File: src/rtl/pipe_ctrl_pkg.sv
// Shared types and constants for the pipeline sequencer: stall bus layout,
// address width, stage indices and the arbiter/branch FSM state encodings.
package pipe_ctrl_pkg;

  localparam int STALL_W = 6;
  localparam int ADDR_W  = 32;

  localparam logic STOP    = 1'b1;
  localparam logic NO_STOP = 1'b0;

  // Stage positions on the stall bus
  localparam int STG_PC  = 0;
  localparam int STG_IF  = 1;
  localparam int STG_ID  = 2;
  localparam int STG_EX  = 3;
  localparam int STG_MEM = 4;
  localparam int STG_WB  = 5;

  // A stall raised by a stage freezes that stage and everything upstream of it
  localparam logic [STALL_W-1:0] STALL_NONE     = 6'b000000;
  localparam logic [STALL_W-1:0] STALL_FROM_IF  = 6'b000011;
  localparam logic [STALL_W-1:0] STALL_FROM_ID  = 6'b000111;
  localparam logic [STALL_W-1:0] STALL_FROM_EX  = 6'b001111;
  localparam logic [STALL_W-1:0] STALL_FROM_MEM = 6'b011111;

  localparam logic [ADDR_W-1:0] ZERO_WORD = '0;

  typedef enum logic [1:0] {
    A_IDLE = 2'd0,
    A_IF   = 2'd1,
    A_MEM  = 2'd2
  } arb_state_t;

  typedef enum logic {
    B_IDLE = 1'b0,
    B_PEND = 1'b1
  } br_state_t;

endpackage

File: src/rtl/pipe_ctrl_mem_port_arb.sv
// Memory-port arbiter between IF fetch and MEM load/store. MEM normally wins,
// but IF is forced through once it has been denied STARVE_LIMIT times in a row.
// A grant is held until mem_done and is always followed by an idle cycle.
module pipe_ctrl_mem_port_arb
  import pipe_ctrl_pkg::*;
#(
  parameter int STARVE_LIMIT = 4,
  parameter int CNT_W        = 3
) (
  input  logic clk,
  input  logic rst,
  input  logic if_mem_req,
  input  logic mem_mem_req,
  input  logic mem_done,
  output logic if_mem_gnt,
  output logic mem_mem_gnt,
  output logic if_stall,
  output logic mem_stall
);

  arb_state_t       r_state;
  arb_state_t       w_state_next;
  logic [CNT_W-1:0] r_starve_cnt;
  logic             w_if_starved;
  logic             w_enter_if;

  assign w_if_starved = (r_starve_cnt >= CNT_W'(STARVE_LIMIT));
  assign w_enter_if   = (r_state == A_IDLE) && (w_state_next == A_IF);

  // Grants follow the state directly; nothing is granted while reset is held
  assign if_mem_gnt  = rst && (r_state == A_IF);
  assign mem_mem_gnt = rst && (r_state == A_MEM);

  // A requester is waiting unless it owns the port and the access completes now
  assign if_stall  = rst && if_mem_req  && !(if_mem_gnt  && mem_done);
  assign mem_stall = rst && mem_mem_req && !(mem_mem_gnt && mem_done);

  // Next-state selection: MEM first unless IF is starved, grants run to mem_done
  always_comb begin
    w_state_next = r_state;
    unique case (r_state)
      A_IDLE: begin
        if (mem_mem_req && !(if_mem_req && w_if_starved)) begin
          w_state_next = A_MEM;
        end else if (if_mem_req) begin
          w_state_next = A_IF;
        end
      end
      A_IF, A_MEM: begin
        if (mem_done) begin
          w_state_next = A_IDLE;
        end
      end
      default: w_state_next = A_IDLE;
    endcase
  end

  // Arbiter state register
  always_ff @(posedge clk) begin
    if (!rst) begin
      r_state <= A_IDLE;
    end else begin
      r_state <= w_state_next;
    end
  end

  // Starvation counter: counts denied IF cycles, saturates, clears when IF wins
  always_ff @(posedge clk) begin
    if (!rst) begin
      r_starve_cnt <= '0;
    end else if (w_enter_if) begin
      r_starve_cnt <= '0;
    end else if (if_mem_req && !if_mem_gnt && (r_starve_cnt != {CNT_W{1'b1}})) begin
      r_starve_cnt <= r_starve_cnt + 1'b1;
    end
  end

endmodule

File: src/rtl/pipe_ctrl.sv
// Pipeline sequencer: merges stage stall requests into the stall bus, hosts the
// memory-port arbiter and runs the branch-redirect FSM. A taken branch that
// arrives while IF is stalled is parked until IF can advance; meanwhile IF/ID
// is flushed every cycle so wrong-path fetches never reach decode.
module pipe_ctrl
  import pipe_ctrl_pkg::*;
#(
  parameter int STARVE_LIMIT = 4,
  parameter int CNT_W        = 3
) (
  input  logic              clk,
  input  logic              rst,
  input  logic              id_stall_req,
  input  logic              ex_stall_req,
  input  logic              if_mem_req,
  input  logic              mem_mem_req,
  input  logic              mem_done,
  input  logic              id_b_flag,
  input  logic [ADDR_W-1:0] id_b_target,
  input  logic              ex_b_flag,
  input  logic [ADDR_W-1:0] ex_b_target,
  output logic              if_mem_gnt,
  output logic              mem_mem_gnt,
  output logic [STALL_W-1:0] stall,
  output logic              flush_if_id,
  output logic              redirect,
  output logic [ADDR_W-1:0] redirect_pc
);

  logic              w_if_stall;
  logic              w_mem_stall;
  logic              w_branch;
  logic [ADDR_W-1:0] w_branch_target;
  logic              w_if_blocked;

  br_state_t         r_br_state;
  br_state_t         w_br_state_next;
  logic [ADDR_W-1:0] r_pend_pc;
  logic [ADDR_W-1:0] w_pend_pc_next;
  logic              r_pend_src;
  logic              w_pend_src_next;
  logic              w_flush;
  logic              w_redirect;
  logic [ADDR_W-1:0] w_redirect_pc;

  pipe_ctrl_mem_port_arb #(
    .STARVE_LIMIT (STARVE_LIMIT),
    .CNT_W        (CNT_W)
  ) u_arb (
    .clk         (clk),
    .rst         (rst),
    .if_mem_req  (if_mem_req),
    .mem_mem_req (mem_mem_req),
    .mem_done    (mem_done),
    .if_mem_gnt  (if_mem_gnt),
    .mem_mem_gnt (mem_mem_gnt),
    .if_stall    (w_if_stall),
    .mem_stall   (w_mem_stall)
  );

  // Stall merge: the most downstream requester decides the pattern
  always_comb begin
    stall = STALL_NONE;
    if (!rst) begin
      stall = STALL_NONE;
    end else if (w_mem_stall) begin
      stall = STALL_FROM_MEM;
    end else if (ex_stall_req) begin
      stall = STALL_FROM_EX;
    end else if (id_stall_req) begin
      stall = STALL_FROM_ID;
    end else if (w_if_stall) begin
      stall = STALL_FROM_IF;
    end
  end

  // EX holds the older instruction, so its branch overrides one resolved in ID
  assign w_branch        = ex_b_flag || id_b_flag;
  assign w_branch_target = ex_b_flag ? ex_b_target : id_b_target;
  assign w_if_blocked    = (stall[STG_IF] == STOP);

  // Branch FSM next-state and outputs; redirect fires only when IF can take it
  always_comb begin
    w_br_state_next = r_br_state;
    w_pend_pc_next  = r_pend_pc;
    w_pend_src_next = r_pend_src;
    w_flush         = 1'b0;
    w_redirect      = 1'b0;
    w_redirect_pc   = ZERO_WORD;
    unique case (r_br_state)
      B_IDLE: begin
        if (w_branch) begin
          w_flush = 1'b1;
          if (!w_if_blocked) begin
            w_redirect    = 1'b1;
            w_redirect_pc = w_branch_target;
          end else begin
            w_pend_pc_next  = w_branch_target;
            w_pend_src_next = ex_b_flag;
            w_br_state_next = B_PEND;
          end
        end
      end
      B_PEND: begin
        w_flush = 1'b1;
        if (!w_if_blocked) begin
          // Parked redirect goes out now; any branch flag this cycle is wrong-path
          w_redirect      = 1'b1;
          w_redirect_pc   = r_pend_pc;
          w_br_state_next = B_IDLE;
        end else if (ex_b_flag && !r_pend_src) begin
          // An EX branch is older than a parked ID branch and supersedes it
          w_pend_pc_next  = ex_b_target;
          w_pend_src_next = 1'b1;
        end
      end
      default: w_br_state_next = B_IDLE;
    endcase
  end

  assign flush_if_id = rst && w_flush;
  assign redirect    = rst && w_redirect;
  assign redirect_pc = rst ? w_redirect_pc : ZERO_WORD;

  // Branch FSM state and parked target
  always_ff @(posedge clk) begin
    if (!rst) begin
      r_br_state <= B_IDLE;
      r_pend_pc  <= ZERO_WORD;
      r_pend_src <= 1'b0;
    end else begin
      r_br_state <= w_br_state_next;
      r_pend_pc  <= w_pend_pc_next;
      r_pend_src <= w_pend_src_next;
    end
  end

endmodule

File: config.mk
export PLATFORM = sky130hd
export DESIGN_NAME = pipe_ctrl
export DESIGN_NICKNAME = d
export VERILOG_FILES = /design/src/rtl/pipe_ctrl_pkg.sv /design/src/rtl/pipe_ctrl_mem_port_arb.sv /design/src/rtl/pipe_ctrl.sv
export SDC_FILE = /design/constraint.sdc
export NUM_CORES = 1
export LEC_CHECK = 0
export ABC_AREA = 1
export CAP_MARGIN = 20
export CORE_UTILIZATION = 42
export CTS_BUF_LIST = sky130_fd_sc_hd__clkbuf_4
export DETAILED_ROUTE_END_ITERATION = 7
export PLACE_DENSITY = 0.88
export REMOVE_ABC_BUFFERS = 1
export SKIP_LAST_GASP = 1
export SLEW_MARGIN = 20
export SYNTH_ARGS = -nofsm -noshare
export SYNTH_HDL_FRONTEND = slang
export SYNTH_SLANG_ARGS = --single-unit
File: constraint.sdc
create_clock -name clk -period 1.6 [get_ports clk]
set_input_delay 0.32 -clock clk [delete_from_list [all_inputs] [get_ports clk]]
set_output_delay 0.32 -clock clk [all_outputs]
set_load 0.02 [all_outputs]
==> qor.yml <==
overflow: 0
power.density_nw_per_um2: 641
syn_avg_cell_area_um2: 5.23
ir_drop_v: 0.000447
die_w_um: 89.0
clk_latency_ps: 380
worst_slack_ps: -766
row_count: 31
ys.flop_type: "dfxtp_1"
critical_path_class: "reg2out"
violations: "setup timing"
synthArstFlopShare_pct: 0
cts_root_buffer: "clkbuf_4"
cts.sinks: 39
clk_pin_slew_worst_paths_ps: 130
cp-end-kind: "primary output"
yosysSeqAreaShare_pct: 24.6
wl_per_cell_um: 16.3
crit_path_top_delay_cell: "dfxtp_4"
cp.required_ps: 1280
h-tree-depth: 2
skew_ps: 24.7
routed_wl_um: 14100
fin_nets: 843
syn_area_um2: 3180
vias: 4666
antenna_cells: 0
setup_viol: 74
final_util_pct: 77.0
final_common_cell: "nand2_1"
rsz0062_at_grt: "yes"
grt_pass1_vias: 4426
maxCapViolCount: 0
crit_chain: "inv_4 > ha_4 > nand3_2 > nand2_2 > nand3_4 > nor2_4 > buf_6 > buf_8 > nand2_1 > a21oi_2 > buf_4"
finalNonFillerCells: 864
routed_via_density: 5.40
p_leak_nw: 2.83
hold-worst-slack_ps: 388
drive_above_1_share_pct: 29.4
period_needed_ps: 2370
finalHoldViolations: 0
cpPeakStageDelay_ps: 400
io_pins: 115
slew_viol_final: 0
postCtsHoldBufs: 0
yosysWarnings: 0
drt_iter0_markers: 403
drc: 0
synth-edff-count: 0
start_util_pct: 43.6
syn2layout_area_growth_pct: 76.7
cp-start-kind: "flop"
track_usage_pct: 33.5
grt_pass1_wl_um: 20300
grt_max_degree: 31
min_period_over_period_pct: 148
pre_cts_ws_ps: -1120
crit_arrival_ps: 2050
die-area_um2: 7920
gp_congestion: 0.835
antenna_found_initial: 0
dpl.hpwl_um: 7210
fp.dieH_um: 89.0
antenna_left: 0
tritoncts: "done"
power_w: 0.00360
cts_inserted_buffers: 5
max_freq_mhz: 423
core-area_um2: 7290
worstPathMaxFanout: 5
status: "finished, violations left"
io_buffers: 113
hold_path.class: "in2reg"
synth-seq-cells: 39
yosysUniqueCellTypes: 23
cts_buffer_depth: 2
dr.pass1.iters: 5
placed_cells: 817
final_cell_mix: "nand2_1, nor2_1, inv_1, clkdlybuf4s50_1, buf_4"
syn_inst: 608
[what timing repair did]
item	4_1_cts	5_1_grt
gates resized for setup	310	69
endpoints found under the setup margin	74	77
pin swaps	41	16
hold endpoints to repair	0	0
cloned	13	0
buffers inserted	21	13
[worst paths after layout]
kind                                     from                    endpoint  slack (ps)  cells past startpoint
hold / removal                            rst  r_pend_pc[13]$_SDFFE_PN0P_         390                      4
setup / recovery  u_arb.r_state[1]$_SDFF_PN0_             redirect_pc[14]        -770                     11
setup reg to reg  u_arb.r_state[1]$_SDFF_PN0_   r_pend_pc[9]$_SDFFE_PN0P_        -460                     14
hold reg to reg    r_pend_pc[11]$_SDFFE_PN0P_  r_pend_pc[11]$_SDFFE_PN0P_         530                      4
[kinds of logic (layout without fill, tap and decap cells)]
kind of cell,count (synthesis),count (layout),share of synthesized area [%]
adder cells (fa/ha/maj),6,6,2.36
other,1,1,0.118
XOR/XNOR,1,1,0.276
flip-flops,39,39,24.6
buffers and inverters,124,281,16.2
AO/OA/AOI/OAI,70,70,11.1
AND/OR/NAND/NOR,367,367,45.4
[report_power, final]
| group | total (W) | internal, W | leakage (nW) | switching [W] |
|---|---|---|---|---|
| Combinational | 0.00158 | 0.000763 | 2.46 | 0.000821 |
| Clock | 0.000871 | 0.000486 | 0.0514 | 0.000386 |
| Sequential | 0.00115 | 0.00107 | 0.324 | 0.0000796 |
| Total | 0.00360 | 0.00231 | 2.83 | 0.00129 |
[registers in the layout (all words and copies together) (netlist names)]
| signal | count |
|---|---|
| r_br_state | 1 |
| r_pend_pc | 32 |
| r_pend_src | 1 |
| u_arb.r_starve_cnt | 3 |
| u_arb.r_state | 2 |
[area by class of cell]
| cell class | instances | area [µm²] |
|---|---|---|
| multi-input combinational | 445 | 2270 |
| timing repair buffer | 189 | 2000 |
| fill | 464 | 1680 |
| sequential | 39 | 792 |
| inverter | 84 | 320 |
| tap | 99 | 124 |
| clock inverter | 3 | 67.6 |
| clock buffer | 5 | 37.5 |
[stage by stage]
step           instance area, µm²  setup TNS (ps)
6_report                     5620          -38640
5_1_grt                      5620          -43610
4_1_cts                      5370          -34550
3_5_place_dp                 4590          -56870
3_3_place_gp                 4590          -52780
2_1_floorplan                2980          -93240
[critical path, delay by kind of cell, from the launching register on]
family | cells | cell delay (ps)
AOI/OAI and AO/OA | 1 | 140
adders and majority gates | 1 | 150
buffers and inverters | 4 | 510
DFF | 1 | 400
and+or+nand+nor | 5 | 490
[synth_stat cells, types with 2 or more instances]
| master | number | area [µm²] |
|---|---|---|
| buf_4 | 5 | 37.5 |
| clkbuf_1 | 13 | 48.8 |
| nor2_1 | 142 | 533 |
| buf_2 | 13 | 65.1 |
| a21oi_1 | 34 | 170 |
| o21ai_0 | 34 | 170 |
| nand3_1 | 39 | 195 |
| buf_1 | 7 | 26.3 |
| inv_1 | 83 | 312 |
| ha_1 | 6 | 75.1 |
| buf_6 | 2 | 22.5 |
| dfxtp_1 | 39 | 781 |
| nand2_1 | 181 | 679 |
[layer usage]
layer  up-vias  wire (µm)  share of wire [%]  global-route usage [%]
li1       2139          -                  -                       -
met4         0        654                4.6                    19.3
met5         -          0                  0                       0
met2       336       6940                 49                    59.9
met1      2109       5200                 37                    36.4
met3        82       1270                9.0                    7.57
(Power assumes the default switching activity.)
